## config.mk

```make
export PLATFORM = sky130hd
export DESIGN_NAME = mux_stream_nto1
export DESIGN_NICKNAME = d
export VERILOG_FILES = /design/src/rtl/mux_stream_nto1.sv
export SDC_FILE = /design/constraint.sdc
export NUM_CORES = 1
export LEC_CHECK = 0
export ABC_AREA = 1
export BUFFER_PORTS_ARGS = -buffer_cell sky130_fd_sc_hd__buf_4
export CORE_MARGIN = 2
export CORE_UTILIZATION = 25
export DETAILED_ROUTE_END_ITERATION = 10
export GPL_TIMING_DRIVEN = 0
export SETUP_SLACK_MARGIN = 0.5
export SLEW_MARGIN = 20
export SYNTH_ARGS = -nofsm -noshare
export SYNTH_HDL_FRONTEND = slang
export SYNTH_SLANG_ARGS = --single-unit
```

## constraint.sdc

```tcl
create_clock -name clk -period 5.3 [get_ports clk]
set_input_delay 0.795 -clock clk [delete_from_list [all_inputs] [get_ports clk]]
set_output_delay 0.795 -clock clk [all_outputs]
set_load 0.03 [all_outputs]
```

## src/rtl/mux_stream_nto1.sv

```systemverilog
// N-input registered stream mux with valid/ready on every port; fixed-select or round-robin grant.
// Optional accepted-beat counter output beat_cnt enabled by defining MUX_STREAM_STATS_EN.
module mux_stream_nto1 #(
    parameter int N  = 4,
    parameter int W  = 8,
    parameter int SW = $clog2(N)
) (
    input  logic            clk,
    input  logic            rst,
    input  logic [N*W-1:0]  in_data,
    input  logic [N-1:0]    in_valid,
    output logic [N-1:0]    in_ready,
    input  logic            mode,
    input  logic [SW-1:0]   sel,
    output logic [W-1:0]    out_data,
    output logic            out_valid,
    input  logic            out_ready,
    output logic [SW-1:0]   out_ch
`ifdef MUX_STREAM_STATS_EN
    ,
    output logic [15:0]     beat_cnt
`endif
);

    logic [W-1:0]  out_data_q, out_data_d;
    logic          out_valid_q, out_valid_d;
    logic [SW-1:0] out_ch_q, out_ch_d;
    logic [SW-1:0] rr_ptr_q, rr_ptr_d;

    logic          load;
    logic          grant_vld;
    logic [SW-1:0] grant_idx;
    logic          xfer;

    // rr_ptr is always < N, so a single conditional subtract is enough to wrap.
    function automatic logic [SW-1:0] wrap_add(input logic [SW-1:0] base, input int offs);
        int s;
        s = int'(base) + offs;
        if (s >= N) s = s - N;
        return SW'(s);
    endfunction

    assign load = !out_valid_q || out_ready;

    always_comb begin
        grant_vld = 1'b0;
        grant_idx = '0;
        if (!mode) begin
            // Compare against every legal index so sel >= N simply never matches.
            for (int i = 0; i < N; i++) begin
                if (sel == SW'(i) && in_valid[i]) begin
                    grant_vld = 1'b1;
                    grant_idx = SW'(i);
                end
            end
        end else begin
            // Walk offsets downward so the smallest offset from rr_ptr wins.
            for (int k = N - 1; k >= 0; k--) begin
                if (in_valid[wrap_add(rr_ptr_q, k)]) begin
                    grant_vld = 1'b1;
                    grant_idx = wrap_add(rr_ptr_q, k);
                end
            end
        end
    end

    always_comb begin
        in_ready = '0;
        if (!rst && load && grant_vld) begin
            in_ready[grant_idx] = 1'b1;
        end
    end

    assign xfer = load && grant_vld;

    always_comb begin
        out_data_d  = out_data_q;
        out_valid_d = out_valid_q;
        out_ch_d    = out_ch_q;
        rr_ptr_d    = rr_ptr_q;
        if (load) begin
            if (grant_vld) begin
                out_data_d  = in_data[int'(grant_idx)*W +: W];
                out_valid_d = 1'b1;
                out_ch_d    = grant_idx;
                rr_ptr_d    = wrap_add(grant_idx, 1);
            end else begin
                out_valid_d = 1'b0;
            end
        end
    end

    always_ff @(posedge clk or posedge rst) begin
        if (rst) begin
            out_data_q  <= '0;
            out_valid_q <= 1'b0;
            out_ch_q    <= '0;
            rr_ptr_q    <= '0;
        end else begin
            out_data_q  <= out_data_d;
            out_valid_q <= out_valid_d;
            out_ch_q    <= out_ch_d;
            rr_ptr_q    <= rr_ptr_d;
        end
    end

    assign out_data  = out_data_q;
    assign out_valid = out_valid_q;
    assign out_ch    = out_ch_q;

`ifdef MUX_STREAM_STATS_EN
    logic [15:0] beat_cnt_q, beat_cnt_d;

    // Saturating: once at all-ones the count sticks until reset.
    always_comb begin
        beat_cnt_d = beat_cnt_q;
        if (xfer && beat_cnt_q != 16'hFFFF) begin
            beat_cnt_d = beat_cnt_q + 16'd1;
        end
    end

    always_ff @(posedge clk or posedge rst) begin
        if (rst) begin
            beat_cnt_q <= '0;
        end else begin
            beat_cnt_q <= beat_cnt_d;
        end
    end

    assign beat_cnt = beat_cnt_q;
`else
    logic unused_xfer;
    assign unused_xfer = xfer;
`endif

endmodule

```

=== After elaboration in Yosys (flattened, before gate mapping) ===
Index checks and enable logic that the tools add are counted.

* Memories kept: 0
* Output and inout bits: 15
* Bits of input ports: 42
* Bits in latches: 0
* Memory bits (writable): 0
* ROM bits: 0
* Logic and storage cells: 78
* Register bits after elaboration: 13

* Div/mod/pow operators: 0
* Bitwise gates (word level): 0
* Reduce and logical (&&, ||, !) cells: 12
* Magnitude comparators: 11
* Multipliers: 0
* Add/subtract/negate cells: 9
* Shift operators: 1
* Muxes and demuxes: 38
* Equality and inequality tests: 3

{| class="wikitable"
|+ Operators with widths
! operator !! count
|-
| 2-bit 2-to-1 mux || 16
|-
| 32-bit by 6-bit variable part select with 8-bit output || 1
|-
| 1-bit 2-to-1 mux || 16
|-
| 2-bit by 3-bit less-than comparator with 1-bit output (second input constant) || 5
|-
| 3-bit >= comparator (second input constant) || 4
|-
| 2-bit by 1-bit subtractor with 2-bit output (second input constant) || 5
|-
| 1-bit binary-select mux with 2-bit select || 4
|-
| 1-bit logical AND || 7
|-
| 2-bit by 1-bit adder with 3-bit output (second input constant) || 2
|-
| 2-bit by 2-bit adder with 3-bit output (second input constant) || 2
|-
| 2-bit equality test (second input constant) || 2
|-
| 4-bit 2-to-1 mux || 1
|-
| 2-bit by 3-bit >= comparator with 1-bit output (second input constant) || 1
|-
| 1-bit demux with 2-bit select || 1
|-
| 2-bit by 1-bit equality test with 1-bit output (second input constant) || 1
|-
| 2-bit by 1-bit >= comparator with 1-bit output (second input constant) || 1
|-
| 1-bit logical NOT || 2
|-
| 2-bit logical NOT || 1
|-
| 2-bit AND reduction || 1
|-
| 1-bit logical OR || 1
|}

=== Depth between registers and ports, before layout ===
Gate-level depths: netlist of run 1.

* Depth after elaboration: 16
* Depth in mapped cells: 18
* Mapped depth without buffers: 16

=== Least setup slack after synthesis of run 1 ===
OpenSTA, ideal clock, no wires.

* Path kind: in2out
* From: input port in_valid[1]
* To: output port in_ready[1]
* Data required time: 4505 ps
* Cell stages on the path: 11
* Setup slack: 2146 ps
* Path buffers: 1
* Arrival time: 2359 ps
* Cell sequence: inv_1 nand2_1 nand3_1 nand2_1 nand3_2 a21oi_4 nand2_4 nand2_4 buf_12 inv_2 nor3_1

* Word-level cells in the longest chain between the ends: 12
* Elaborated cells between the ends (all ways): 32
* Those cells by class: order compare (2); mux (27); reduce/logical (3)

{| class="wikitable"
|+ Ends and longest elaborated chain
! element !! RTL line !! text
|-
| start: declaration || 11 || <nowiki>input logic [N-1:0] in_valid,</nowiki>
|-
| 1-bit binary-select mux with 2-bit select || 59 || <nowiki>if (in_valid[wrap_add(rr_ptr_q, k)]) begin</nowiki>
|-
| 1-bit 2-to-1 mux (not written as such) || 59 ||
|-
| 2-bit 2-to-1 mux (4 in a row) || 59 ||
|-
| 2-bit 2-to-1 mux || 48 || <nowiki>if (!mode) begin</nowiki>
|-
| 2-bit by 3-bit less-than comparator with 1-bit output (not written as such) / 2-bit by 1-bit >= comparator with 1-bit output (equally long branches) || 70 || <nowiki>in_ready[grant_idx] = 1'b1;</nowiki>
|-
| 1-bit logical AND (not written as such) || 70 ||
|-
| 1-bit 2-to-1 mux (not written as such) || 70 ||
|-
| 1-bit demux with 2-bit select || 70 ||
|-
| 4-bit 2-to-1 mux (*) || 69 || <nowiki>if (!rst && load && grant_vld) begin</nowiki>
|-
| end: declaration || 12 || <nowiki>output logic [N-1:0] in_ready,</nowiki>
|}

Mark *: on every way between the ends. The rest lies on a longest branch, timed or not. The select of a mux whose other input is x is not followed.

=== Worst setup path after layout of run 1 ===
* From: input port in_valid[1]
* To: output port in_ready[2]

Same word-level chain as after synthesis.

==> results_dict.tcl, run 1 <==
set metrics [dict create \
    synthCells 205 \
    grt_pass1_wl_um 5780 \
    synthTopCellsByCount "nand2_1 (80), nand3_1 (35), inv_1 (28)" \
    cts_max_path_buffers 2 \
    power.total_w 0.000876 \
    hpwl_um 2840 \
    required_ns 4.51 \
    grt_usage_pct 13.7 \
    dr.pass1.iters 4 \
    seq_area_sq_um 325 \
    syn_nets 247 \
    clk_pin_slew_worst_paths_ns 0.06 \
    cts_setup_buffers 0 \
    first_global_vias 1311 \
    die_x_um 74.0 \
    worstPathMaxFanout 10 \
    worstMarginPinSlew_ns 0.527 \
    status "complete, no violations" \
    synth_top_area_cell "dfrtp_1" \
    syn_area_sq_um 1220 \
    finalCritPeriodShare_pct 57.6 \
    num_antenna_cells 0 \
    relSlewSlack_pct 64.8 \
    drt-total-wl_um 3420 \
    vias_per_cell 4.25 \
    routabilityCongestion 0.803 \
    setup_viol 0 \
    cts.htree.levels 1 \
    io_pins 57 \
    ys_types 24 \
    crit_type "input pin to output pin" \
    row_count 25 \
    drc 0 \
    synth_top_area_share_pct 26.6 \
    die_h_um 74.0 \
    synthArstFlopShare_pct 100 \
    grt_overflow 0 \
    cap_violations 0 \
    tns_ns 0 \
    hold_path_startpoint "out_data[2]$_DFFE_PP0P_" \
    routedWlPerCell_um 10.3 \
    drt_iter0_drc 58 \
    hold_viol 0 \
    antenna_found_initial 0 \
    core_area_sq_um 4720 \
    worstPathArrival_ns 2.26 \
    drive_gt1_share_pct 33.2 \
    syn_to_final_growth_pct 45.0 \
    fill_cells 555 \
    grt_max_degree 15 \
    synthFlopType "dfrtp_1" \
    multiInputGateArea_sq_um 708 \
    vias 1412 \
    ys_seq_area_share_pct 26.6 \
    fin_nets 308 \
    ys_ff_latch 13 \
    leakagePower_nw 1.05 \
    start_util_pct 25.9 \
    period_minus_slack_ns 3.05 \
    cts.hold.buffers_added 0 \
    cts_tree "built" \
    port_buffers 56 \
    ctsResizeCount 0 \
    r2r_start "rr_ptr_q[0]$_DFFE_PP0P_" \
    layout.cells.non_filler 332 \
    fmax_ghz 0.328 \
    ys_top_cells_by_area "dfrtp_1 (27%), nand2_1 (25%), nand3_1 (14%), inv_1 (8.6%), nand2_2 (6.6%)" \
    cts.sinks 13 \
    syn_area_per_cell_sq_um 5.97 \
    synth_edf_count 0 \
    ir_drop_uv 158 \
    yosysWarningCount 0 \
    hp-class "register to register" \
    cts_root_buffer "clkbuf_8" \
    cts_made_buffers 3 \
    clk_latency_ns 0.24 \
    dp_cells 328 \
    crit_path_start "in_valid[1]" \
    worstSetupStartpointType "input pin" \
    power.density_nw_per_um2 494 \
    yosysMostFrequentCell "nand2_1" \
    ant_nets 0 \
    rsz0062_at_grt "false" \
    finalClockSkew_ns 0.00473 \
    worst_setup_path_end_kind "output pin" \
    die_area_sq_um 5470 \
    finalMaxSlewViolations 0 \
]
[cell families after synthesis]
group	Yosys count	synth area share, %
compound gates	11	6.44
buf+inv	40	15.5
flops	13	26.6
simple gates	141	51.4
[placed cells by master, fill, tap and decap left out]
cell type	n
o21ai_0	1
o21a_1	1
a31oi_1	1
buf_2	2
dfrtp_1	13
nand2_1	80
clkbuf_1	2
nor3_1	2
buf_12	1
o31ai_1	2
inv_2	3
nand3_1	35
nand2_4	2
inv_1	28
buf_6	2
nor2_1	8
nand3_2	1
clkbuf_8	3
a21oi_4	1
nand2_2	13
o21ai_1	3
inv_4	1
clkinv_2	1
a21oi_2	1
a21oi_1	1
buf_4	57
[state kept, by name, indices dropped and copies added (netlist names)]
| register | cells |
|---|---|
| out_data | 8 |
| rr_ptr_q | 2 |
| out_ch | 2 |
| out_valid | 1 |
[path summary, 6_finish.rpt]
| kind | end | slack (ns) | cells past startpoint |
|---|---|---|---|
| max in group asynchronous | rr_ptr_q[1]$_DFFE_PP0P_ | 4.36 | 2 |
| worst min-delay path | out_data[2]$_DFFE_PP0P_ | 0.48 | 2 |
| min in group asynchronous | out_data[4]$_DFFE_PP0P_ | 0.59 | 2 |
| worst max register to register | out_data[5]$_DFFE_PP0P_ | 3.42 | 14 |
| worst min register to register | out_data[2]$_DFFE_PP0P_ | 0.48 | 2 |
| worst max-delay path | in_ready[2] | 2.25 | 12 |
[cell type report]
cell class,count,area share (%)
Buffer,8,3.81
Tap cell,67,4.72
Clock buffer,3,2.33
Timing Repair Buffer,56,23.7
Sequential cell,13,18.3
Multi-Input combinational cell,152,39.9
Clock inverter,1,0.282
Inverter,32,6.91
[critical path: stages]
cell	delay, ns
buf_4	0.11
inv_1	0.08
nand2_1	0.11
nand3_1	0.11
nand2_1	0.07
nor2_1	0.18
a21oi_4	0.09
nand2_4	0.11
nand2_4	0.07
buf_6	0.15
nor3_1	0.19
buf_4	0.19
[per-stage QoR]
step | worst slack (ns) | utilization [%] | area, sq um | hold WS, ns
floorplan | 2.15 | - | 1220 | 0.590
global placement | 2.25 | 36.6 | 1730 | 0.469
finish | 2.25 | 37.6 | 1770 | 0.477
detailed placement | 2.24 | 36.6 | 1730 | 0.467
CTS | 2.23 | 37.6 | 1770 | 0.482
global route | 2.07 | 37.6 | 1770 | 0.518
[metal layers]
metal | wire (um) | vias up | global-route usage, %
li1 | - | 748 | -
met1 | 1510 | 622 | 17.6
met2 | 1670 | 42 | 23.7
met3 | 238 | 0 | 4.34
met4 | 0 | 0 | 1.21
met5 | 0 | - | 0
[where the power goes]
part	internal, W	total (W)	switching [W]
registers	0.000145	0.000170	0.0000250
clock network	0.0000519	0.0000880	0.0000361
logic	0.000233	0.000619	0.000386
Note: power is estimated with default switching activity, not from simulation.
==> run 2: changes to the inputs <==
- clock period: 5.3 -> 2.5 ns (I/O delays scaled with it)
==> run 2 against run 1 <==
Register-to-register slack got worse by 2.9 ns. Clock skew shrank 0.0027 ns. Routed wire length rose by 9.4%. Non-clock buffer count is 12 higher. Count of clock-buffer cells in the layout is 1 higher. Total power rose to 2.6 times the previous value. Sequential share of layout area down 2.5 points. Hold slack worse by 0.27 ns. Combinational power rose to 2.8 times the previous value. Flip-flop and latch count is the same. Cell area rose by 16%. Largest cell class unchanged.
==> results_dict.tcl, run 2 (synthesized netlist as in run 1, its figures left out) <==
set metrics [dict create \
    vias 1497 \
    relSlewSlack_pct 61.2 \
    most-common-layout-cells "nand2_1 (73), buf_4 (60), nand3_1 (29)" \
    r2r_start "rr_ptr_q[0]$_DFFE_PP0P_" \
    crit_path_start "rr_ptr_q[0]$_DFFE_PP0P_" \
    holdWs_ns 0.203 \
    routedWlPerCell_um 10.9 \
    clk_latency_ns 0.24 \
    dr.pass1.iters 4 \
    fmax_ghz 0.428 \
    power.total_w 0.00227 \
    power.density_nw_per_um2 1100 \
    required_ns 2.12 \
    vias_per_cell 4.35 \
    antenna_found_initial 0 \
    hp-class "input pin to asynchronous set/reset pin" \
    clk_pin_slew_worst_paths_ns 0.05 \
    worstMarginPinSlew_ns 0.581 \
    finalClockSkew_ns 0.00204 \
    cts_root_buffer "clkbuf_8" \
    io_pins 57 \
    regToRegEndpoint "out_data[3]$_DFFE_PP0P_" \
    placed_cell_area_sq_um 1780 \
    cts_made_buffers 3 \
    ir_drop_uv 318 \
    grt_overflow 0 \
    finalCritPeriodShare_pct 93.4 \
    largest_reg_flops 8 \
    die_h_um 74.0 \
    cts_max_path_buffers 2 \
    die_area_sq_um 5470 \
    leakagePower_nw 1.17 \
    cts_tree "built" \
    grt_usage_pct 14.2 \
    die_x_um 74.0 \
    drc 0 \
    ant_nets 0 \
    cts.htree.levels 1 \
    hpwl_um 2780 \
    hold_viol 0 \
    setup_viol 0 \
    row_count 25 \
    rsz0062_at_grt "true" \
    cap_violations 0 \
    finalMaxSlewViolations 0 \
    first_global_vias 1437 \
    cts.sinks 13 \
    port_buffers 56 \
    drive_gt1_share_pct 44.4 \
    worstSetupStartpointType "register" \
    grt_pass1_wl_um 6130 \
    fin_nets 320 \
    worstPathMaxFanout 5 \
    worst_setup_path_end_kind "output pin" \
    syn_to_final_growth_pct 68.7 \
    rrSetupSlack_ns 0.54 \
    period_minus_slack_ns 2.34 \
    start_util_pct 25.9 \
    num_antenna_cells 0 \
    core_area_sq_um 4720 \
    drt-total-wl_um 3740 \
    tns_ns 0 \
    routabilityCongestion 0.760 \
    drt_iter0_drc 50 \
    final_area_sq_um 2060 \
    crit_path_end "in_ready[2]" \
    status "complete, no violations" \
    final_common_cell "nand2_1" \
    crit_type "register to output pin" \
    worstPathArrival_ns 1.96 \
    post-route-util_pct 43.7 \
    r2r_cells 17 \
    grt_max_degree 15 \
]
## run 2: critical path, cell delays in order, from the launching register on
cell	delay, ns
dfrtp_1	0.40
buf_6	0.15
nand2_1	0.15
nand3_2	0.12
nand2_2	0.09
nand3_4	0.08
nand2_1	0.08
nand2_2	0.07
nand2_4	0.08
nand2_4	0.06
buf_8	0.14
nor3_4	0.17
buf_6	0.15
## run 2: metal layers
metal  part of all wire [%]  vias up  GRT usage [%]
met3                    7.1        8           3.52
met2                     46       66           23.8
met5                      0        -              0
met4                    2.5        0           2.83
met1                     45      648           18.8
li1                       -      775              -
## run 2: metrics by stage
stage	cells	setup WS [ns]
CTS	341	0.202
finish	344	0.165
global placement	328	0.225
floorplan	205	0.475
detailed placement	328	0.237
global route	344	0.0665
## run 2: layout make-up
cell class,count,area (sq um)
plain buffers,8,81.3
clock buffers,4,45.0
fillers,488,2660
inverters,32,135
multi-input cells,152,843
flip-flops and latches,13,327
well taps,67,83.8
repair buffers,68,549
## run 2: how the worst min path moves through the flow
stage	startpoint	end	slack, ns	cells after the start
CTS	rst	out_data[3]$_DFFE_PP0P_	0.23	2
floorplan	rst	out_ch[0]$_DFFE_PP0P_	0.26	1
detailed placement	rst	out_valid$_DFFE_PP0N_	0.46	2
global placement	rst	out_ch[1]$_DFFE_PP0P_	0.45	2
finish	rst	out_valid$_DFFE_PP0N_	0.20	2
global route	rst	out_data[7]$_DFFE_PP0P_	0.25	2
## run 2: power breakdown
group	internal (W)	switching [W]
Combinational	0.000720	0.000995
Sequential	0.000309	0.0000645
Clock	0.000112	0.0000686
Total	0.00114	0.00113
## run 2: timing repair
item                                    CTS  global route
setup buffers                             8             3
resized for setup                        22            17
hold buffers                              0             0
gates cloned                              1             0
endpoints found under the setup margin    4            12
pin swaps                                 9             5
==> run 3: changes to the inputs <==
- ABC_AREA: 1 -> unset
- SLEW_MARGIN: 20 -> unset
==> run 3 against run 2 <==
Clock skew down 0.00063 ns. Global-route usage increased by 0.062 points. Fmax rose by 5.9%. Combinational power shrank 55%. Sequential share of layout area up 1.8 points. Cell area shrank 10%. Die area shrank 15%. Count of clock-buffer cells in the layout unchanged. Register-to-register slack better by 0.05 ns. Synthesized cell count shrank 54%. Critical path type unchanged. Utilization rose by 3.0 points. Non-clock buffer count up 4.
==> results_dict.tcl, run 3 <==
set metrics [dict create \
    cts.hold.buffers_added 0 \
    clock_power_share_pct 14.9 \
    setup_viol 0 \
    die_area_sq_um 4650 \
    dp_cells 199 \
    combPwrFrac_pct 59.9 \
    drc 0 \
    syn_area_per_cell_sq_um 11.0 \
    routabilityCongestion 0.778 \
    relSlewSlack_pct 63.0 \
    cts_made_buffers 3 \
    cts.htree.levels 1 \
    num_antenna_cells 0 \
    wl_met2_um 1460 \
    ys_ff_latch 13 \
    drive_gt1_share_pct 63.4 \
    p_switching_w 0.000501 \
    yosysMostFrequentCell "mux2i_1" \
    drt_iter0_drc 20 \
    rrSetupSlack_ns 0.59 \
    required_ns 2.12 \
    finalMaxSlewViolations 0 \
    synthFlopType "dfrtp_1" \
    worstPathMaxFanout 4 \
    synthMuxAreaShare_pct 18.6 \
    first_global_vias 1015 \
    largest_reg_flops 8 \
    ys_seq_area_share_pct 31.6 \
    clk_latency_ns 0.24 \
    die_x_um 68.2 \
    cts.sinks 13 \
    routedWlPerCell_um 14.1 \
    grt_overflow 0 \
    io_pins 57 \
    vias_per_cell 4.56 \
    cts_max_path_buffers 2 \
    ant_nets 0 \
    hold_viol 0 \
    start_util_pct 26.0 \
    port_buffers 55 \
    ys_types 31 \
    worstMarginPinSlew_ns 0.554 \
    drt-met1-wl_um 1420 \
    power.internal_w 0.000788 \
    cts_tree "built" \
    worstPathArrival_ns 1.83 \
    cts_root_buffer "clkbuf_8" \
    wl_met3_um 225 \
    swShare_pct 38.9 \
    fmax_ghz 0.453 \
    leakagePower_nw 0.896 \
    layout.cells.non_filler 222 \
    synthArstFlopShare_pct 100 \
    syn_area_sq_um 1030 \
    worstSetupStartpointType "register" \
    grt_pass1_wl_um 4840 \
    synth-xor-area-share_pct 0.850 \
    synth_edf_count 0 \
    top_layer "met4" \
    cap_violations 0 \
    rsz0062_at_grt "true" \
    core_area_sq_um 3970 \
    synthTopCellsByCount "mux2i_1 (18), dfrtp_1 (13), nand2_1 (13)" \
    grt_max_degree 15 \
    status "complete, no violations" \
    finalCritPeriodShare_pct 88.2 \
    holdWs_ns 0.232 \
    dr.pass1.iters 4 \
    finalClockSkew_ns 0.00141 \
    crit_type "register to output pin" \
    die_h_um 68.2 \
    ys_top_cells_by_area "dfrtp_1 (32%), mux2i_1 (17%), o221ai_2 (12%), nand2_1 (4.7%), buf_6 (3.3%)" \
    drt-total-wl_um 3120 \
    worst_setup_path_end_kind "output pin" \
    hpwl_um 2190 \
    synth_top_family_by_area "compound AO/OA/AOI/OAI gates" \
    row_count 23 \
    syn_to_final_growth_pct 79.9 \
    synth_top_area_share_pct 31.6 \
    power.density_nw_per_um2 695 \
    vias 1013 \
    syn_nets 136 \
    clk_pin_slew_worst_paths_ns 0.06 \
    grt_usage_pct 14.3 \
    power_frac_seq_pct 25.2 \
    period_minus_slack_ns 2.21 \
    synthAdderAreaFrac_pct 0 \
    synth_top_area_cell "dfrtp_1" \
    ir_drop_uv 319 \
    synth_compound_area_share_pct 22.5 \
    yosysWarningCount 0 \
    most-common-layout-cells "buf_4 (67), mux2i_1 (17), nand2_1 (13)" \
    fin_nets 215 \
    synthSimpleGateAreaFrac_pct 19.9 \
    crit_path_start "rr_ptr_q[0]$_DFFE_PP0P_" \
    synthCells 94 \
    hp-class "input pin to asynchronous set/reset pin" \
    fill_cells 385 \
    r2r_start "rr_ptr_q[1]$_DFFE_PP0P_" \
    antenna_found_initial 0 \
    final_common_cell "buf_4" \
]
## run 3: cell types whose count changed in the layout (fill, tap and decap cells not counted), sizes merged, moves of 2 or more
cell    change
nand2      -82
nand3      -36
inv        -30
mux2i      +18
o221ai      +9
nor2        -7
buf         +5
nand2b      +4
nand3b      +3
nor2b       +3
and2b       +2
nor3b       +2
## run 3: routing by layer
metal	up-vias	track usage (%)
li1	505	-
met4	0	5.25
met1	460	19.7
met2	46	21.7
met3	2	3.29
met5	-	0
## run 3: layout make-up
cell class	instances	area, sq um	area share [%]
Clock buffer	4	45.0	2.43
Buffer	6	75.1	4.05
Timing Repair Buffer	74	603	32.5
Multi-Input combinational cell	73	734	39.6
Inverter	2	7.51	0.405
Sequential cell	13	327	17.6
Tap cell	50	62.6	3.37
## run 3: what timing repair did
item / CTS / global route
pin swaps: 3 / 3
buffers inserted: 12 / 6
gates cloned: 0 / 1
gates resized for setup: 8 / 12
setup endpoints to repair: 4 / 10
## run 3: path summary, 6_finish.rpt
kind,endpoint,cells past startpoint
worst max register to register,out_data[4]$_DFFE_PP0P_,8
max in group asynchronous,rr_ptr_q[0]$_DFFE_PP0P_,2
worst min register to register,out_ch[0]$_DFFE_PP0P_,1
worst max-delay path,in_ready[3],8
min in group clk,out_data[6]$_DFFE_PP0P_,3
worst min-delay path,out_data[2]$_DFFE_PP0P_,2
## run 3: kinds of logic after synthesis
| group | Yosys count |
|---|---|
| AO/OA/AOI/OAI | 20 |
| XOR/XNOR | 1 |
| buffers and inverters | 8 |
| flip-flops | 13 |
| multiplexers | 19 |
| AND/OR/NAND/NOR | 33 |
## run 3: stage by stage
step	worst slack [ns]	instance area [sq um]	total power [W]	util, %	TNS (ns)
finish	0.294	1850	0.00129	46.7	0
global route	0.207	1850	0.00137	46.7	0
CTS	0.286	1720	0.00121	43.4	0
detailed placement	-0.0186	1550	0.000937	39.1	-0.0186
global placement	0.00000422	1550	0.000924	39.1	0
floorplan	0.493	1080	0.000723	-	0
## run 3: worst max-delay path, cell delays in order (launching register included)
cell,delay (ns)
dfrtp_2,0.43
buf_6,0.13
nand3b_1,0.16
o21ai_2,0.09
a221oi_4,0.09
buf_6,0.14
buf_6,0.11
nor4b_4,0.27
buf_6,0.16
## run 3: power groups by stage
stage	Clock [W]	Combinational (W)	Sequential, W
2_1_floorplan	0	0.000286	0.000437
3_3_place_gp	0	0.000594	0.000330
3_5_place_dp	0	0.000609	0.000328
4_1_cts	0.000198	0.000690	0.000325
5_1_grt	0.000207	0.000826	0.000335
6_report	0.000191	0.000772	0.000325
